## src/rtl/serving_host_pkg.sv

```systemverilog
// Shared opcodes, response codes and parser states for the serving host loader.
package serving_host_pkg;

    localparam logic [7:0] OP_W = 8'h57;
    localparam logic [7:0] OP_R = 8'h52;
    localparam logic [7:0] OP_H = 8'h48;
    localparam logic [7:0] OP_G = 8'h47;

    localparam logic [7:0] RSP_OK  = 8'h4B;
    localparam logic [7:0] RSP_ERR = 8'h45;
    localparam logic [7:0] RSP_UNK = 8'h3F;
    localparam logic [7:0] RSP_TMO = 8'hEE;

    typedef enum logic [2:0] {
        ST_IDLE,
        ST_ADR,
        ST_DAT,
        ST_SEL,
        ST_BUS,
        ST_RESP
    } state_t;

endpackage

```

## src/rtl/serving_host_txser.sv

```systemverilog
// Response serializer: emits 1..4 bytes of a loaded word, LSB first, over valid/ready.
module serving_host_txser (
    input  logic        i_clk,
    input  logic        i_rst,
    input  logic        i_load,
    input  logic [31:0] i_word,
    input  logic [1:0]  i_last,
    output logic [7:0]  o_tx_data,
    output logic        o_tx_valid,
    input  logic        i_tx_ready,
    output logic        o_done
);

    logic [31:0] word;
    logic [1:0]  last;
    logic [1:0]  idx;
    logic [1:0]  next_idx;

    assign next_idx = idx + 2'd1;
    assign o_done   = o_tx_valid & i_tx_ready & (idx == last);

    // Data only moves on a completed handshake, so backpressure never drops a byte.
    always_ff @(posedge i_clk) begin
        if (i_rst) begin
            word       <= '0;
            last       <= '0;
            idx        <= '0;
            o_tx_data  <= '0;
            o_tx_valid <= 1'b0;
        end else if (i_load) begin
            word       <= i_word;
            last       <= i_last;
            idx        <= '0;
            o_tx_data  <= i_word[7:0];
            o_tx_valid <= 1'b1;
        end else if (o_tx_valid && i_tx_ready) begin
            if (idx == last) begin
                o_tx_valid <= 1'b0;
            end else begin
                idx       <= next_idx;
                o_tx_data <= word[{next_idx, 3'b000} +: 8];
            end
        end
    end

endmodule

```

## src/rtl/serving_host_loader.sv

```systemverilog
// Host command engine: parses bytes, drives serving's bridge port and owns the RAM mux / CPU reset.
module serving_host_loader
    import serving_host_pkg::*;
#(
    parameter int TIMEOUT   = 1024,
    parameter bit BOOT_HOLD = 1'b1
) (
    input  logic        i_clk,
    input  logic        i_rst,
    input  logic [7:0]  i_rx_data,
    input  logic        i_rx_valid,
    output logic        o_rx_ready,
    output logic [7:0]  o_tx_data,
    output logic        o_tx_valid,
    input  logic        i_tx_ready,
    output logic [9:0]  o_adr_brg,
    output logic [31:0] o_data_brg,
    output logic        o_stb_brg,
    output logic        o_wen_brg,
    output logic [3:0]  o_sel_brg,
    input  logic [31:0] i_rdt_brg,
    input  logic        i_ack_brg,
    output logic        o_sel_wadr,
    output logic        o_sel_wdata,
    output logic        o_sel_radr,
    output logic        o_sel_wen,
    output logic        o_sel_rdata,
    output logic        o_cpu_rst,
    output logic        o_host_mode
);

    localparam int TW = $clog2(TIMEOUT + 1);

    state_t      state;
    logic [1:0]  byte_cnt;
    logic        is_write;
    logic        host_mode;
    logic [TW-1:0] tmo_cnt;
    logic        resp_load;
    logic [31:0] resp_word;
    logic [1:0]  resp_last;
    logic        resp_done;
    logic        rx_fire;

    assign o_rx_ready  = (state == ST_IDLE) || (state == ST_ADR) ||
                         (state == ST_DAT)  || (state == ST_SEL);
    assign rx_fire     = i_rx_valid & o_rx_ready;

    assign o_host_mode = host_mode;
    assign o_sel_wadr  = host_mode;
    assign o_sel_wdata = host_mode;
    assign o_sel_radr  = host_mode;
    assign o_sel_wen   = host_mode;
    assign o_sel_rdata = ~host_mode;
    assign o_cpu_rst   = i_rst | host_mode;

    // Bus fields are only written while parsing, so they stay frozen for the whole strobe.
    always_ff @(posedge i_clk) begin
        if (i_rst) begin
            state      <= ST_IDLE;
            byte_cnt   <= '0;
            is_write   <= 1'b0;
            host_mode  <= BOOT_HOLD;
            tmo_cnt    <= '0;
            o_adr_brg  <= '0;
            o_data_brg <= '0;
            o_sel_brg  <= '0;
            o_stb_brg  <= 1'b0;
            o_wen_brg  <= 1'b0;
            resp_load  <= 1'b0;
            resp_word  <= '0;
            resp_last  <= '0;
        end else begin
            resp_load <= 1'b0;
            case (state)
                ST_IDLE: begin
                    if (rx_fire) begin
                        byte_cnt  <= '0;
                        resp_last <= '0;
                        case (i_rx_data)
                            OP_W: begin
                                is_write <= 1'b1;
                                state    <= ST_ADR;
                            end
                            OP_R: begin
                                is_write <= 1'b0;
                                state    <= ST_ADR;
                            end
                            OP_H, OP_G: begin
                                host_mode <= (i_rx_data == OP_H);
                                resp_word <= {24'h0, RSP_OK};
                                resp_load <= 1'b1;
                                state     <= ST_RESP;
                            end
                            default: begin
                                resp_word <= {24'h0, RSP_UNK};
                                resp_load <= 1'b1;
                                state     <= ST_RESP;
                            end
                        endcase
                    end
                end
                ST_ADR: begin
                    if (rx_fire) begin
                        if (byte_cnt == 2'd0) begin
                            o_adr_brg[7:0] <= i_rx_data;
                            byte_cnt       <= 2'd1;
                        end else begin
                            o_adr_brg[9:8] <= i_rx_data[1:0];
                            byte_cnt       <= 2'd0;
                            state          <= is_write ? ST_DAT : ST_SEL;
                        end
                    end
                end
                ST_DAT: begin
                    if (rx_fire) begin
                        o_data_brg[{byte_cnt, 3'b000} +: 8] <= i_rx_data;
                        byte_cnt <= byte_cnt + 2'd1;
                        if (byte_cnt == 2'd3)
                            state <= ST_SEL;
                    end
                end
                ST_SEL: begin
                    if (rx_fire) begin
                        o_sel_brg <= i_rx_data[3:0];
                        if (host_mode) begin
                            o_stb_brg <= 1'b1;
                            o_wen_brg <= is_write;
                            tmo_cnt   <= '0;
                            state     <= ST_BUS;
                        end else begin
                            resp_word <= {24'h0, RSP_ERR};
                            resp_last <= '0;
                            resp_load <= 1'b1;
                            state     <= ST_RESP;
                        end
                    end
                end
                ST_BUS: begin
                    if (i_ack_brg) begin
                        o_stb_brg <= 1'b0;
                        o_wen_brg <= 1'b0;
                        resp_word <= is_write ? {24'h0, RSP_OK} : i_rdt_brg;
                        resp_last <= is_write ? 2'd0 : 2'd3;
                        resp_load <= 1'b1;
                        state     <= ST_RESP;
                    end else if (tmo_cnt == TW'(TIMEOUT - 1)) begin
                        o_stb_brg <= 1'b0;
                        o_wen_brg <= 1'b0;
                        resp_word <= {24'h0, RSP_TMO};
                        resp_last <= '0;
                        resp_load <= 1'b1;
                        state     <= ST_RESP;
                    end else begin
                        tmo_cnt <= tmo_cnt + TW'(1);
                    end
                end
                ST_RESP: begin
                    if (resp_done)
                        state <= ST_IDLE;
                end
                default: state <= ST_IDLE;
            endcase
        end
    end

    serving_host_txser u_txser (
        .i_clk      (i_clk),
        .i_rst      (i_rst),
        .i_load     (resp_load),
        .i_word     (resp_word),
        .i_last     (resp_last),
        .o_tx_data  (o_tx_data),
        .o_tx_valid (o_tx_valid),
        .i_tx_ready (i_tx_ready),
        .o_done     (resp_done)
    );

endmodule

```

## config.mk

```make
export PLATFORM = sky130hd
export DESIGN_NAME = serving_host_loader
export DESIGN_NICKNAME = d
export VERILOG_FILES = /design/src/rtl/serving_host_pkg.sv /design/src/rtl/serving_host_txser.sv /design/src/rtl/serving_host_loader.sv
export SDC_FILE = /design/constraint.sdc
export NUM_CORES = 1
export LEC_CHECK = 0
export CAP_MARGIN = 0
export CORE_AREA = 2 2 139 141
export CTS_CLUSTER_DIAMETER = 200
export CTS_CLUSTER_SIZE = 28
export DETAILED_ROUTE_END_ITERATION = 8
export DIE_AREA = 0 0 141 143
export GPL_ROUTABILITY_DRIVEN = 0
export PLACE_DENSITY = 0.65
export SYNTH_ARGS = -nofsm -noshare
export SYNTH_HDL_FRONTEND = slang
export SYNTH_HIERARCHICAL = 1
export SYNTH_SLANG_ARGS = --single-unit
```

## constraint.sdc

```tcl
create_clock -name i_clk -period 2.8 [get_ports i_clk]
set_input_delay 0.56 -clock i_clk [delete_from_list [all_inputs] [get_ports i_clk]]
set_output_delay 0.56 -clock i_clk [all_outputs]
set_load 0.05 [all_outputs]
```

==> flow_metrics.tcl <==
set metrics [dict create \
    hold_viol_final 0 \
    io_pins 110 \
    grt_max_degree 147 \
    synthXorXnorAreaFrac 0.01090 \
    cts_buffers 17 \
    clock-root-buffer "clkbuf_16" \
    antenna_found_initial 0 \
    tns_ps 0 \
    synth-adder-area-share 0.01168 \
    antennaDiodeCount 0 \
    grt-ovfl-total 0 \
    power.leakage_nw 2.927 \
    ys_warn_count 6 \
    critPathCaptureType "output pin" \
    synthFlopType "dfxtp_1" \
    drc_errors 0 \
    wl_microns 16650 \
    path_clk_slew_ps 60 \
    syn_area_sq_um 6427 \
    final.period_utilization 0.9016 \
    worst-setup-path-type "reg -> out" \
    dr_total_vias 5424 \
    max_freq_ghz 0.3961 \
    layout_commonest_cell "dfxtp_1" \
    start_util 0.3459 \
    finalClockSkew_ps 5.213 \
    die_area_sq_um 20160 \
    postSynthAreaPerCell_sq_um 9.040 \
    drive_gt1_frac 0.1040 \
    tightest_slew_ps 818.1 \
    clock_sinks 145 \
    viasPerCell 5.112 \
    p_total_w 0.006248 \
    maxCapViolCount 0 \
    post-place-ws_ps 158.2 \
    synth_nets 762 \
    ys_ff_latch 145 \
    grt_pass1_wl_microns 26380 \
    drt_iter0_markers 367 \
    io_buffers 109 \
    synthToLayoutAreaGrowth_pct 30.15 \
    synth_cells 711 \
    synth_compound_area_frac 0.1684 \
    final_antenna_net_count 0 \
    maxSlewHeadroom 0.4500 \
    setup_ws_ps 275.6 \
    utilization 0.4502 \
    setup_viol 0 \
    ctsResizeCount 0 \
    final_cell_mix "dfxtp_1 (144), clkdlybuf4s50_1 (107), a21oi_1 (93)" \
    peakVddDrop_v 0.0005610 \
    synthMuxAreaShare 0.1055 \
    ctsHoldBuffers 0 \
    clk_path_buf_depth 2 \
    die_x_microns 141 \
    synth_top_family_by_area "simple AND/OR/NAND/NOR gates" \
    grt_pass1_vias 4971 \
    drv_slew 0 \
    die_y_microns 143 \
    outcome "completed" \
    worstPathMaxFanout 14 \
    cellPowerDensity_nw_per_um2 746.8 \
    min_path_type "reg -> reg" \
    period_minus_slack_ps 2524 \
    rows 50 \
    synth_top_area_cell "dfxtp_1" \
    start_kind "flip-flop" \
    critPathArrivalTime_ps 1960 \
    dp_hpwl_microns 11020 \
    cts_tree "done" \
    async_flop_share 0 \
    grt_usage 0.1652 \
    htreeDepth 4 \
    yosysSeqAreaShare 0.4516 \
    required_ps 2240 \
    synth.top_cell.area_share 0.4516 \
    fin_nets 865 \
    post_cts_buffers 0 \
    synth_edf_count 0 \
    wire_per_inst_microns 15.69 \
    core_sq_um 18580 \
    drtPass1Iterations 5 \
    clk_latency_ps 420 \
    synth-simple-area-share 0.1953 \
    yosysUniqueCellTypes 65 \
    rsz0062_at_grt "no" \
    synth.area.top_cells "dfxtp_1 (45%), a21oi_1 (7.2%), mux2i_1 (7.2%)" \
]
[logic make-up (layout without fill, tap and decap cells)]
group,after synthesis,count (layout)
compound gates,178,178
xor+xnor,5,5
fa+ha+maj,6,6
buf+inv,71,187
flops,145,145
mux,55,55
simple gates,251,251
[critical path: stages (launching register included)]
cell	delay (ps)
dfxtp_1	610
inv_1	170
clkdlybuf4s50_1	760
[state kept, by name, indices dropped and copies added (netlist names)]
register	cells
u_txser/o_tx_data	8
u_txser/word	32
resp_last	1
state	3
o_wen_brg	1
tmo_cnt	11
o_sel_brg	4
u_txser/o_tx_valid	1
byte_cnt	2
o_stb_brg	1
is_write	1
u_txser/last	2
resp_load	1
resp_word	32
o_data_brg	32
u_txser/idx	2
o_host_mode	1
o_adr_brg	10
[synth_stat cells (3+ instances only)]
cell	count
and2_1	7
mux2i_1	46
o21ai_1	23
ha_1	6
nand2b_1	9
nor2b_1	4
nand2_1	80
buf_4	9
clkbuf_1	25
inv_1	16
xor2_1	3
nand3_1	43
and3_1	6
dfxtp_1	145
mux4_1	7
a21oi_1	93
a22oi_1	3
a311oi_1	5
o21ai_0	23
a221oi_2	8
o2111ai_1	3
buf_6	6
nor3b_1	5
nor3_1	12
nor2_1	61
buf_2	13
[power by group]
| group | leakage [nW] | switching [W] | internal, W |
|---|---|---|---|
| clock network | 0.285 | 0.000861 | 0.00145 |
| registers | 1.17 | 0.000171 | 0.00223 |
| logic | 1.47 | 0.000941 | 0.000596 |
[metrics by stage]
step | instance area [sq um] | cells | hold slack (ps)
detailed placement | 7766 | 1029 | 446.6
finish | 8366 | 1061 | 453.4
floorplan | 6427 | 711 | 449.2
CTS | 8366 | 1061 | 456.1
global route | 8366 | 1061 | 471.5
global placement | 7766 | 1029 | 438.1
[area by class of cell]
cell class                 count  area, sq um
inverter                      16        60.06
multi-input combinational    495         3161
timing repair buffer         139         1349
clock buffer                  24        471.7
clock inverter                 8        127.6
sequential                   145         2904
fill                        1777        10210
tap                          234        292.8
[routing by layer]
| metal | wire length, microns | track usage |
|---|---|---|
| met1 | 8083 | 0.2245 |
| met4 | 289 | 0.05737 |
| met2 | 7330 | 0.2485 |
| met5 | 0 | 0 |
| met3 | 948 | 0.05164 |
[worst paths after layout]
kind | from | to | slack (ps) | depth (start not counted)
max | state[2] | o_rx_ready | 280 | 2
min reg2reg | o_data_brg[31] | o_data_brg[31] | 450 | 2
min | o_data_brg[31] | o_data_brg[31] | 450 | 2
max reg2reg | state[2] | state[0] | 680 | 5
Power figures use the tool's default switching activity.
